### config.mk
export PLATFORM = sky130hd
export DESIGN_NAME = dmem_port_arbiter
export DESIGN_NICKNAME = d
export VERILOG_FILES = /design/src/rtl/dmem_arb_pkg.sv /design/src/rtl/rr_arb2.sv /design/src/rtl/dmem_port_arbiter.sv
export SDC_FILE = /design/constraint.sdc
export NUM_CORES = 1
export LEC_CHECK = 0
export ABC_AREA = 1
export BUFFER_PORTS_ARGS = -buffer_cell sky130_fd_sc_hd__buf_2
export CAP_MARGIN = 20
export CORE_MARGIN = 10
export CORE_UTILIZATION = 40
export CTS_CLUSTER_DIAMETER = 120
export DETAILED_ROUTE_END_ITERATION = 10
export HOLD_SLACK_MARGIN = 0.12
export PLACE_DENSITY = 0.8
export SKIP_CTS_REPAIR_TIMING = 1
export SYNTH_ARGS = -nofsm -noshare
export SYNTH_HDL_FRONTEND = slang
export SYNTH_HIERARCHICAL = 1
export SYNTH_SLANG_ARGS = --single-unit
### constraint.sdc
create_clock -name clk_i -period 3.2 [get_ports clk_i]
set_clock_uncertainty 0.05 [all_clocks]
set_input_delay 0.48 -clock clk_i [delete_from_list [all_inputs] [get_ports clk_i]]
set_output_delay 0.48 -clock clk_i [all_outputs]
set_load 0.02 [all_outputs]
### src/rtl/dmem_arb_pkg.sv
// Shared types and defaults for the two-port data-memory arbiter.
package dmem_arb_pkg;

    typedef enum logic [0:0] {StIdle, StAccess} arb_state_e;

    localparam logic PortCpu = 1'b0;
    localparam logic PortDbg = 1'b1;

    localparam int unsigned DefaultAw       = 8;
    localparam int unsigned DefaultDw       = 32;
    localparam int unsigned DefaultMemWords = 64;

endpackage

### src/rtl/rr_arb2.sv
// Combinational two-way round-robin pick: on a tie the port that did not win last time goes.
module rr_arb2
    import dmem_arb_pkg::*;
(
    input  logic [1:0] req_i,
    input  logic       last_i,
    output logic [1:0] gnt_o
);

    always_comb begin
        gnt_o = 2'b00;
        if (req_i[0] && (!req_i[1] || last_i == PortDbg)) begin
            gnt_o[0] = 1'b1;
        end else if (req_i[1]) begin
            gnt_o[1] = 1'b1;
        end
    end

endmodule

### src/rtl/dmem_port_arbiter.sv
// Shares the single-port data memory between the CPU (port 0) and debug/DMA loader (port 1).
// Define DMEM_ARB_STATS_EN to add per-port grant counters and a tie-conflict counter.
module dmem_port_arbiter
    import dmem_arb_pkg::*;
#(
    parameter int unsigned AW        = DefaultAw,
    parameter int unsigned DW        = DefaultDw,
    parameter int unsigned MEM_WORDS = DefaultMemWords
) (
    input  logic          clk_i,
    input  logic          rst_i,
    input  logic          req0_i,
    input  logic          req1_i,
    input  logic          we0_i,
    input  logic          we1_i,
    input  logic [AW-1:0] addr0_i,
    input  logic [AW-1:0] addr1_i,
    input  logic [DW-1:0] wdata0_i,
    input  logic [DW-1:0] wdata1_i,
    output logic          gnt0_o,
    output logic          gnt1_o,
    output logic          rvalid0_o,
    output logic          rvalid1_o,
    output logic [DW-1:0] rdata0_o,
    output logic [DW-1:0] rdata1_o,
    output logic          rerr0_o,
    output logic          rerr1_o,
    output logic          mem_read_o,
    output logic          mem_write_o,
    output logic [AW-1:0] mem_addr_o,
    output logic [DW-1:0] mem_wdata_o,
    input  logic [DW-1:0] mem_rdata_i
`ifdef DMEM_ARB_STATS_EN
    ,
    output logic [15:0]   gcnt0_o,
    output logic [15:0]   gcnt1_o,
    output logic [15:0]   conflict_cnt_o
`endif
);

    arb_state_e    state_q;
    logic          last_q;
    logic          cap_we_q;
    logic          cap_port_q;
    logic [AW-1:0] cap_addr_q;
    logic [DW-1:0] cap_wdata_q;
    logic          rvalid0_q, rvalid1_q;
    logic          rerr0_q, rerr1_q;
    logic [DW-1:0] rdata0_q, rdata1_q;

    logic [1:0]    arb_gnt;
    logic          idle;
    logic          access;
    logic          addr_ok;
    logic [DW-1:0] resp_data;

    rr_arb2 u_rr_arb2 (
        .req_i  ({req1_i, req0_i}),
        .last_i (last_q),
        .gnt_o  (arb_gnt)
    );

    // Reset gates the combinational outputs so nothing is granted or strobed in a reset cycle.
    assign idle    = (state_q == StIdle) && !rst_i;
    assign access  = (state_q == StAccess) && !rst_i;
    assign addr_ok = cap_addr_q < AW'(MEM_WORDS);

    assign gnt0_o      = idle && arb_gnt[0];
    assign gnt1_o      = idle && arb_gnt[1];
    assign mem_read_o  = access && addr_ok && !cap_we_q;
    assign mem_write_o = access && addr_ok && cap_we_q;
    assign mem_addr_o  = access ? cap_addr_q : '0;
    assign mem_wdata_o = access ? cap_wdata_q : '0;

    assign resp_data = (addr_ok && !cap_we_q) ? mem_rdata_i : '0;

    always_ff @(posedge clk_i) begin
        if (rst_i) begin
            state_q     <= StIdle;
            last_q      <= PortDbg;
            cap_we_q    <= 1'b0;
            cap_port_q  <= PortCpu;
            cap_addr_q  <= '0;
            cap_wdata_q <= '0;
            rvalid0_q   <= 1'b0;
            rvalid1_q   <= 1'b0;
            rerr0_q     <= 1'b0;
            rerr1_q     <= 1'b0;
            rdata0_q    <= '0;
            rdata1_q    <= '0;
        end else begin
            rvalid0_q <= 1'b0;
            rvalid1_q <= 1'b0;
            rerr0_q   <= 1'b0;
            rerr1_q   <= 1'b0;
            rdata0_q  <= '0;
            rdata1_q  <= '0;
            unique case (state_q)
                StIdle: begin
                    if (|arb_gnt) begin
                        state_q     <= StAccess;
                        last_q      <= arb_gnt[1] ? PortDbg : PortCpu;
                        cap_port_q  <= arb_gnt[1] ? PortDbg : PortCpu;
                        cap_we_q    <= arb_gnt[1] ? we1_i : we0_i;
                        cap_addr_q  <= arb_gnt[1] ? addr1_i : addr0_i;
                        cap_wdata_q <= arb_gnt[1] ? wdata1_i : wdata0_i;
                    end
                end
                StAccess: begin
                    state_q <= StIdle;
                    if (cap_port_q == PortDbg) begin
                        rvalid1_q <= 1'b1;
                        rerr1_q   <= !addr_ok;
                        rdata1_q  <= resp_data;
                    end else begin
                        rvalid0_q <= 1'b1;
                        rerr0_q   <= !addr_ok;
                        rdata0_q  <= resp_data;
                    end
                end
            endcase
        end
    end

    assign rvalid0_o = rvalid0_q;
    assign rvalid1_o = rvalid1_q;
    assign rerr0_o   = rerr0_q;
    assign rerr1_o   = rerr1_q;
    assign rdata0_o  = rdata0_q;
    assign rdata1_o  = rdata1_q;

`ifdef DMEM_ARB_STATS_EN
    logic [15:0] gcnt0_q, gcnt1_q, conflict_q;

    always_ff @(posedge clk_i) begin
        if (rst_i) begin
            gcnt0_q    <= '0;
            gcnt1_q    <= '0;
            conflict_q <= '0;
        end else begin
            if (gnt0_o && gcnt0_q != 16'hFFFF) begin
                gcnt0_q <= gcnt0_q + 16'd1;
            end
            if (gnt1_o && gcnt1_q != 16'hFFFF) begin
                gcnt1_q <= gcnt1_q + 16'd1;
            end
            if (idle && req0_i && req1_i && conflict_q != 16'hFFFF) begin
                conflict_q <= conflict_q + 16'd1;
            end
        end
    end

    assign gcnt0_o        = gcnt0_q;
    assign gcnt1_o        = gcnt1_q;
    assign conflict_cnt_o = conflict_q;
`endif

endmodule

==> metrics.md <==
| Metric | Value |
|---|---|
| Hold slack | 0.289 ns |
| Clock transition at the registers of the reported paths | around 0.11 ns |
| Die area | 15800 µm² |
| Largest net degree at the start of global routing | 72 |
| CP arrival | 1.67 ns |
| Post-detail-place hpwl | 9.90 mm |
| Vias | ~4400 |
| # rows | 38 |
| Synth unique cells | 20 |
| PwrDens | just under 500 nW/µm² |
| Final hold violations | 0 |
| Lkg Pwr | about 3.4 nW |
| P&R area growth vs syn | 31.2% |
| Synth Cell Area | 4470 µm² |
| DR pass1 iterations | 5 |
| Post-synth ARST share | 0% |
| Antenna-violating nets left | 0 |
| Synth Warn # | 6 |
| CTS tree | built |
| Tot Pwr | 2.90 mW |
| Count leader, synth | nand2_1 |
| Outcome | finished, final reports clean |
| Final worst path period share | 68.8% |
| Layout cell share with drive strength beyond 1 | a little under a third |
| Initial antenna violation count | 0 |
| Grt total ovfl | 0 |
| Least-Margin Pin Slew | 0.606 ns |
| Top cells by count, synth | nand2_1 (129), nor2_1 (127), inv_1 (122) |
| Synth top area cells | dfxtp_1 (50%), nand2_1 (11%), nor2_1 (11%) |
| Worst IR Drop VDD | 0.210 mV |
| First-pass GRT wire length | about 20 mm |
| Clock Path Buffers | 2 |
| Avg Inst Size Synth | 6.95 µm² |
| Crit Path Max Fanout | 42 |
| Clk Latency, worst-skew pair | between 0.3 and 0.4 ns |
| CP startpoint kind | register |
| IO Pins | 230 |
| Top FF cell, synth | dfxtp_1 |
| Die Y-Extent | roughly 130 µm |
| Die X | 126 µm |
| Clock sink count | 112 |
| Root Buffer | clkbuf_8 |
| Core area | between 10000 and 15000 µm² |
| Max-cap viol count | 0 |
| Vias per inst | 4.37 |
| Routed len/inst | 12.9 µm |
| Buffers on Ports | 229 |
| Worst Path Required | ~2.7 ns |
| # diodes | 0 |
| Rel. slew slack | 59.6% |
| Final #Nets | around 1000 |
| Pins Over Slew Limit | 0 |
| Min Clock Period, post-route | 2.20 ns |
| Final WL | 12.9 mm |
| Post-synthesis sequential area ratio | 50.1% |
| Effective utilization at floorplan | between 40% and 50% |
| Worst Setup End Kind | output pin |
| Routability-driven placement congestion ratio | approximately 0.8 |
| Starting DRC count in detailed routing | 198 |
| Synth area leader | dfxtp_1 |
| TNS Setup | 0 ns |
| Final Util | 53.9% |
| Top cell type's share of synthesized area | 50.1% |
| RSZ-0062 raised after global routing | false |
| Vias in the first global route | approximately 4300 |
| Final setup violation count | 0 |
| Post-synthesis net count | 762 |
| Syn Inst Count | 644 |
| Yosys reg bits | 112 |
| Hold Path Class | in2reg |
| Crit Path Category | reg2out |
| Fmax | 455 MHz |
| Cts bufs inserted | 9 |
| Global Route Usage Sum | between 15 and 20% |
| EDFF count, synth | 0 |
| Htree depth | 3 |
| Residual DRC | 0 |
[registers in the layout (all words and copies together) (netlist names), 8 cells and up]
signal and count:
cap_wdata_q 32, cap_addr_q 8, rdata1_o 32, rdata0_o 32
[through the flow]
stage                     setup WS [ns]  std cells  cell area (µm²)
after floorplan                    1.34        644             4470
after detailed placement           1.13        982             5670
final                              1.00        998             5870
after CTS                         0.971        998             5870
after global routing              0.885        998             5870
after global placement             1.16        982             5670
[report_power, final]
| part | total (mW) | leakage [nW] | switching, mW | internal, mW |
|---|---|---|---|---|
| clock network | 0.866 | 0.101 | 0.489 | 0.377 |
| registers | 1.50 | 0.914 | 0.0239 | 1.47 |
| logic | 0.537 | 2.36 | 0.353 | 0.183 |
| total | 2.90 | 3.38 | 0.866 | 2.03 |
[path summary, 6_finish.rpt]
path / from / end / slack (ns) / cells after the start
hold / removal: rst_i / state_q$_SDFF_PP0_ / 0.29 / 2
hold reg to reg: last_q$_SDFFE_PP1P_ / last_q$_SDFFE_PP1P_ / 0.47 / 2
setup reg to reg: last_q$_SDFFE_PP1P_ / cap_wdata_q[8]$_SDFFE_PP0P_ / 1.61 / 6
setup / recovery: last_q$_SDFFE_PP1P_ / gnt1_o / 1.0 / 5
[layer usage]
metal  vias up  global-route usage [%]  wire length (µm)
met1      1830                    18.4              5850
met3        14                    6.59              1400
li1       2316                       -                 -
met4         0                    5.29               190
met2       200                    23.7              5430
met5         -                       0                 0
[area by class of cell]
type	instances	area, µm²
Clock buffer	10	128
Clock inverter	6	77.6
Fill cell	1061	5020
Inverter	123	462
Multi-Input combinational cell	370	1570
Sequential cell	112	2240
Tap cell	140	175
Timing Repair Buffer	237	1220
[cell usage in the layout, fill, tap and decap left out, drive strengths merged]
master,n
dfxtp,112
o21ai,42
nor3b,1
a21oi,2
buf,237
inv,125
clkbuf,10
clkinvlp,1
nand2,130
nor3,64
bufinv,1
nor4,1
clkinv,2
nand3,2
nor2,127
a21boi,1
[kinds of logic after synthesis]
family / synth area share, %
compound gates: 5.34
buf+inv: 15.2
flops: 50.1
simple gates: 29.3
[worst max-delay path, stage by stage, from the launching register on]
cell	delay, ns
dfxtp_1	0.37
a21boi_4	0.19
buf_4	0.35
nand3_1	0.15
inv_1	0.08
buf_2	0.16
Power figures use the tool's default switching activity.
